===== config.mk =====
export PLATFORM = sky130hd
export DESIGN_NAME = image_fetch_arbiter
export DESIGN_NICKNAME = d
export VERILOG_FILES = /design/src/rtl/image_fetch_arbiter.sv
export SDC_FILE = /design/constraint.sdc
export NUM_CORES = 1
export LEC_CHECK = 0
export CAP_MARGIN = 10
export CELL_PAD_IN_SITES_DETAIL_PLACEMENT = 1
export CELL_PAD_IN_SITES_GLOBAL_PLACEMENT = 1
export CORE_AREA = 2 2 144 146
export DETAILED_ROUTE_END_ITERATION = 8
export DIE_AREA = 0 0 146 148
export PLACE_DENSITY = 0.89
export SLEW_MARGIN = 20
export SYNTH_ARGS = -nofsm -noshare
export SYNTH_HDL_FRONTEND = slang
export SYNTH_SLANG_ARGS = --single-unit

===== constraint.sdc =====
create_clock -name clk -period 4.9 [get_ports clk]
set_clock_uncertainty 0.1 [all_clocks]
set_input_delay 0.98 -clock clk [delete_from_list [all_inputs] [get_ports clk]]
set_output_delay 0.98 -clock clk [all_outputs]
set_load 0.05 [all_outputs]

===== src/rtl/image_fetch_arbiter.sv =====
// Round-robin arbiter sharing a byte-wide image ROM between the vector load unit (port 0)
// and display scan-out (port 1); each grant reads LANES bytes and packs them little-endian.
//   state | meaning
//   IDLE  | arbitrate between req0/req1
//   FETCH | one ROM byte per cycle, idx 0..LANES-1
//   DONE  | result registered, doneN high for this cycle
module image_fetch_arbiter #(
  parameter int          LANES     = 4,
  parameter int unsigned IMG_BYTES = 152100
) (
  input  logic                 clk,
  input  logic                 rst,
  input  logic                 req0,
  input  logic                 req1,
  input  logic [31:0]          addr0,
  input  logic [31:0]          addr1,
  output logic [31:0]          rom_addr,
  input  logic [31:0]          rom_rd,
  output logic [8*LANES-1:0]   data0,
  output logic [8*LANES-1:0]   data1,
  output logic                 done0,
  output logic                 done1,
  output logic                 err0,
  output logic                 err1,
  output logic                 busy
);

  localparam int IW = (LANES > 1) ? $clog2(LANES) : 1;
  localparam logic [IW-1:0] IDX_LAST = IW'(LANES - 1);

  typedef enum logic [1:0] {IDLE, FETCH, DONE} state_t;

  state_t                  state_q, state_d;
  logic [IW-1:0]           idx_q, idx_d;
  logic [31:0]             base_q, base_d;
  logic                    owner_q, owner_d;
  logic                    last_owner_q, last_owner_d;
  logic                    err_acc_q, err_acc_d;
  logic [LANES-1:0][7:0]   buf_q, buf_d;
  logic [8*LANES-1:0]      data0_q, data0_d, data1_q, data1_d;
  logic                    err0_q, err0_d, err1_q, err1_d;
  logic                    done0_q, done0_d, done1_q, done1_d;

  logic [31:0]             lane_addr;
  logic                    lane_oob;
  logic [7:0]              lane_byte;
  logic                    grant;
  logic                    unused_rom_hi;

  // Only the low byte of the ROM word carries pixel data.
  assign unused_rom_hi = ^rom_rd[31:8];

  always_comb begin
    lane_addr = base_q + 32'(idx_q);
    lane_oob  = (lane_addr >= IMG_BYTES);
    lane_byte = lane_oob ? 8'h00 : rom_rd[7:0];
  end

  assign rom_addr = (state_q == FETCH) ? lane_addr : 32'h0;

  always_comb begin
    state_d      = state_q;
    idx_d        = idx_q;
    base_d       = base_q;
    owner_d      = owner_q;
    last_owner_d = last_owner_q;
    err_acc_d    = err_acc_q;
    buf_d        = buf_q;
    data0_d      = data0_q;
    data1_d      = data1_q;
    err0_d       = err0_q;
    err1_d       = err1_q;
    done0_d      = 1'b0;
    done1_d      = 1'b0;
    // On contention the port that was not served last wins.
    grant        = (req0 && req1) ? ~last_owner_q : req1;

    case (state_q)
      IDLE: begin
        if (req0 || req1) begin
          base_d       = grant ? addr1 : addr0;
          owner_d      = grant;
          last_owner_d = grant;
          idx_d        = '0;
          err_acc_d    = 1'b0;
          state_d      = FETCH;
        end
      end
      FETCH: begin
        buf_d[idx_q] = lane_byte;
        err_acc_d    = err_acc_q | lane_oob;
        if (idx_q == IDX_LAST) begin
          state_d = DONE;
          if (owner_q) begin
            data1_d = buf_d;
            err1_d  = err_acc_d;
            done1_d = 1'b1;
          end else begin
            data0_d = buf_d;
            err0_d  = err_acc_d;
            done0_d = 1'b1;
          end
        end else begin
          idx_d = idx_q + 1'b1;
        end
      end
      DONE:    state_d = IDLE;
      default: state_d = IDLE;
    endcase
  end

  always_ff @(posedge clk or posedge rst) begin
    if (rst) begin
      state_q      <= IDLE;
      idx_q        <= '0;
      base_q       <= '0;
      owner_q      <= 1'b0;
      last_owner_q <= 1'b1;
      err_acc_q    <= 1'b0;
      buf_q        <= '0;
      data0_q      <= '0;
      data1_q      <= '0;
      err0_q       <= 1'b0;
      err1_q       <= 1'b0;
      done0_q      <= 1'b0;
      done1_q      <= 1'b0;
    end else begin
      state_q      <= state_d;
      idx_q        <= idx_d;
      base_q       <= base_d;
      owner_q      <= owner_d;
      last_owner_q <= last_owner_d;
      err_acc_q    <= err_acc_d;
      buf_q        <= buf_d;
      data0_q      <= data0_d;
      data1_q      <= data1_d;
      err0_q       <= err0_d;
      err1_q       <= err1_d;
      done0_q      <= done0_d;
      done1_q      <= done1_d;
    end
  end

  assign data0 = data0_q;
  assign data1 = data1_q;
  assign err0  = err0_q;
  assign err1  = err1_q;
  assign done0 = done0_q;
  assign done1 = done1_q;
  assign busy  = (state_q != IDLE);

endmodule


## Word level (Yosys, flattened, before mapping)

Cells that the tools add are included.
Widths: inputs -> output; s select.

- Register bits after elaboration: 139
- Latch bits: 0
- Bits in writable memories: 0
- Bits in read-only memories: 0
- Input bits: 100
- Output and inout port bits: 101
- Logic and storage cells: 62
- Memories kept: 0

- Add/subtract/negate cells: 2
- Multiply operators: 0
- Div/mod/pow operators: 0
- Order comparisons: 3
- Equality and inequality tests: 5
- Shift-type cells: 0
- Multiplexer cells: 21
- Bitwise logic cells: 3
- Reduce and logical (&&, ||, !) cells: 12

Operators with widths:

| operator | number |
|---|---|
| $mux 32 | 2 |
| $add 32x2->32 | 1 |
| $bwmux 32 | 1 |
| $ge 32x18->1 const B | 1 |
| $demux 8 s2 | 1 |
| $mux 8 | 2 |
| $reduce_and 3->1 | 3 |
| $mux 1 | 8 |
| $mux 2 | 4 |
| $pmux 2 s2 | 2 |
| $reduce_and 2->1 | 3 |
| $ne 2x2->1 const B | 2 |
| $reduce_bool 2->1 | 2 |
| $lt 2x3->1 const B | 1 |
| $add 2x1->2 const B | 1 |
| $eq 2x1->1 const B | 1 |
| $eq 2x2->1 const B | 1 |
| $ge 2x1->1 const B | 1 |
| $logic_and 1x1->1 | 2 |
| $logic_not 2->1 | 1 |
| $ne 2x1->1 const B | 1 |
| $not 1->1 | 2 |
| $pmux 1 s2 | 1 |
| $logic_or 1x1->1 | 1 |
| $or 1x1->1 | 1 |

## Logic depth before layout (Yosys ltp)

- Depth in word-level cells: 5
- Gate-level depth with buffers: 12

## Worst setup path after synthesis

OpenSTA, ideal clock, no wires.

- Path kind: reg-to-output
- Start: register idx_q[0]
- End: output rom_addr[28]
- Data arrival time: 2553 ps
- Setup slack: 1267 ps
- Stages on the path, launching flop included: 9
- Cells stage by stage: dfrtp_1 > ha_1 > fa_1 > nand3_1 > nor4_4 > and3_1 > and3_1 > xnor2_1 > nor2_1

- Word-level cells in the longest chain between the ends: 2

RTL lines:

| what | line | text |
|---|---|---|
| start, declared | 34 | `logic [IW-1:0] idx_q, idx_d;` |
| start signal, assigned | 129 | `idx_q <= idx_d;` |
| $add 32x2->32 | 54 | `lane_addr = base_q + 32'(idx_q);` |
| $mux 32 | 59 | `assign rom_addr = (state_q == FETCH) ? lane_addr : 32'h0;` |
| end, declared | 17 | `output logic [31:0] rom_addr,` |

No other way between the ends.

## Worst setup path in the final report

- Start: register idx_q[0]
- End: output rom_addr[30]

Same word-level chain as after synthesis.

==> results.toml <==
[worst_setup_path]
crit_path_end_kind = "primary output"
crit_family = "simple AND/OR/NAND/NOR gates"
crit_buf_inv = 1
critical_path_depth = 8
cp_max_fo = 6
required_ps = 3820
startpoint_type = "flop"
slowest_stage = "clkdlybuf4s50_1"
cpPeakStageDelay_ps = 850
r2r_slack_ps = 820
reg2reg_to = "data0[14]"
path_class = "flop to primary output"
r2r_start = "idx_q[0]"
ff2ff_path_depth = 10
cp_cell_sequence = "ha_1 > fa_1 > nand3_1 > nor4_4 > nand4_1 > xnor2_1 > nor2_1 > clkdlybuf4s50_1"
arrival_ps = 3530

[power_and_ir_drop]
power_mw = 7.747
ir_drop_mv = 0.4602
leakagePower_nw = 3.743
p_per_area_mw_per_mm2 = 800.8

[global_routing]
grt_pass1_wl_um = 38580
grt_max_degree = 90
grt_pass1_vias = 7287
grt_antenna_before_repair = 0
track_usage = 0.2247
gr-total-overflow = 0

[cells_and_area]
area_growth_pct = 35.70
fillers = 2332
diodes = 0
post-route-util = 0.4827
fin_area_sq_mm = 0.009673
fin_nets = 1064
drive_above_1_share = 0.06289

[placement]
dp_hpwl_um = 15780
placed_area_sq_mm = 0.009016
numPortBuffers = 176
place_congestion = 0.8428

[drt]
num_vias = 6684
drc = 0
first_iter_violations = 243
wl_per_cell_um = 18.89
routed_wl_um = 23420
ant_nets = 0
firstDrtPassIters = 4
viasPerCell = 5.390

[synth]
synth.most_common_cell = "dfrtp_1"
synth_common_cells = "dfrtp_1 (130), nand2_1 (110), nor2_1 (82), o21ai_0 (65), nand3_1 (63)"
async_flop_share = 1.000
ys_warn_count = 0
synth_largest_area_cell = "dfrtp_1"
yosys.area.top_type_share = 0.4564
syn-mean-instance-area_sq_um = 8.640
yosysUniqueCellTypes = 52
synth_cells = 825
syn-cell-area_sq_mm = 0.007128
synth.net_count = 932
synthTopCellsByArea = "dfrtp_1 (46%), nand2_1 (5.8%), mux2i_1 (4.9%)"
synth_edf_count = 0
yosys_register_bits = 131
ys.flop_type = "dfrtp_1"
seq_area_frac_synth = 0.4601

[clock_tree]
postCtsSetupBuffers = 0
cts-htree-levels = 4
cts_max_path_buffers = 2
root_buffer = "clkbuf_16"
insertion_delay_ps = 420
cts_buffers = 17
cts.sink_count = 131
cts_tree = "yes"
path_clk_slew_ps = 60

[floorplanning]
die_area_sq_mm = 0.02161
fp.dieW_um = 146
row_count = 52
ios = 201
fp.coreArea_sq_mm = 0.02004
dieHeight_um = 148
initial_core_util = 0.3557

[sta]
tightest_slew_ps = 862.3
tns_ps = 0
max-slew-margin-rel = 0.4251
rsz0062_at_grt = "no"
finalSetupViolations = 0
fmax_ghz = 0.2171
finalHoldViolations = 0
period_share = 0.9401
period_minus_slack_ps = 4607
maxSlewViolCount = 0

[hold_path]
hp-class = "flop to flop"
holdCritStartpoint = "buf_q[19]"
whs_endpoint = "buf_q[19]"
holdPathStages = 2

[run_status]
status = "complete, no violations"

[job]
max_cap_violations = 0
==> area by class of cell <==
cell class | count | area, sq um | share of cell area
multi-input combinational | 610 | 3516 | 0.3635
clock inverter | 12 | 176.4 | 0.01824
clock buffer | 20 | 466.7 | 0.04825
tap | 270 | 337.8 | 0.03492
inverter | 11 | 45.04 | 0.004657
sequential | 131 | 3279 | 0.3390
timing repair buffer | 186 | 1852 | 0.1914
==> stage by stage <==
| stage | setup slack, ps | hold slack [ps] | std cells |
|---|---|---|---|
| 2_1_floorplan | 324.0 | 350.9 | 825 |
| 3_5_place_dp | 640.3 | 371.0 | 1208 |
| 4_1_cts | 149.9 | 384.6 | 1240 |
| 5_1_grt | 75.76 | 413.6 | 1240 |
| 6_report | 293.3 | 380.3 | 1240 |
| 3_3_place_gp | 732.3 | 362.5 | 1208 |
==> metal layers <==
layer / global-route usage / vias up / part of all wire
met1: 0.2646 / 3300 / 0.41
li1: - / 3120 / -
met4: 0.07184 / 0 / 0.016
met3: 0.05679 / 28 / 0.064
met2: 0.4028 / 236 / 0.51
met5: 0 / - / 0
==> placed cells by master, fill, tap and decap left out, types with 6 or more instances in the layout <==
master,count
buf_4,9
clkbuf_16,17
nor3_1,6
nand2b_1,11
dfrtp_1,130
xor2_1,11
o21ai_1,41
xnor2_1,24
nand4_1,10
and2_1,11
mux2i_1,35
clkdlybuf4s50_1,175
nor2_1,81
inv_1,8
and3_1,6
o21ai_0,65
nand3_1,63
a22oi_1,32
ha_1,6
a21oi_1,45
nand2_1,110
==> flip-flops by register name, indices dropped and copies added (netlist names) <==
signal        cells
owner_q           1
done1             1
err0              1
data1            32
last_owner_q      1
buf_q            24
data0            32
base_q           32
state_q           2
err1              1
idx_q             2
done0             1
err_acc_q         1
==> what timing repair did <==
item,4_1_cts,5_1_grt
setup endpoints to repair,0,3
hold buffers,0,0
resized for setup,0,2
==> report_power, final <==
part | internal (mW) | switching [mW] | total (mW)
combinational | 1.44 | 2.96 | 4.40
clock | 0.893 | 0.495 | 1.39
sequential | 1.50 | 0.461 | 1.96
==> kinds of logic after synthesis <==
logic type,after synthesis,share of synthesized area
fa+ha+maj,7,0.01334
compound gates,203,0.1615
buf+inv,84,0.05090
mux,37,0.05231
simple gates,328,0.2189
xor+xnor,35,0.04300
flops,131,0.4601
==> worst min-delay path, delay by kind of cell, from the launching register on <==
family | cells | cell delay (ps)
compound gates | 1 | 60
flops | 1 | 340
simple gates | 1 | 50
==> worst max path at each step <==
stage,from,endpoint,slack [ps]
floorplan,rst,base_q[0],320
global placement,idx_q[0],rom_addr[30],730
detailed placement,idx_q[0],rom_addr[30],640
CTS,idx_q[0],rom_addr[30],150
global route,idx_q[0],rom_addr[14],80
finish,idx_q[0],rom_addr[30],290
Power figures use the tool's default switching activity.
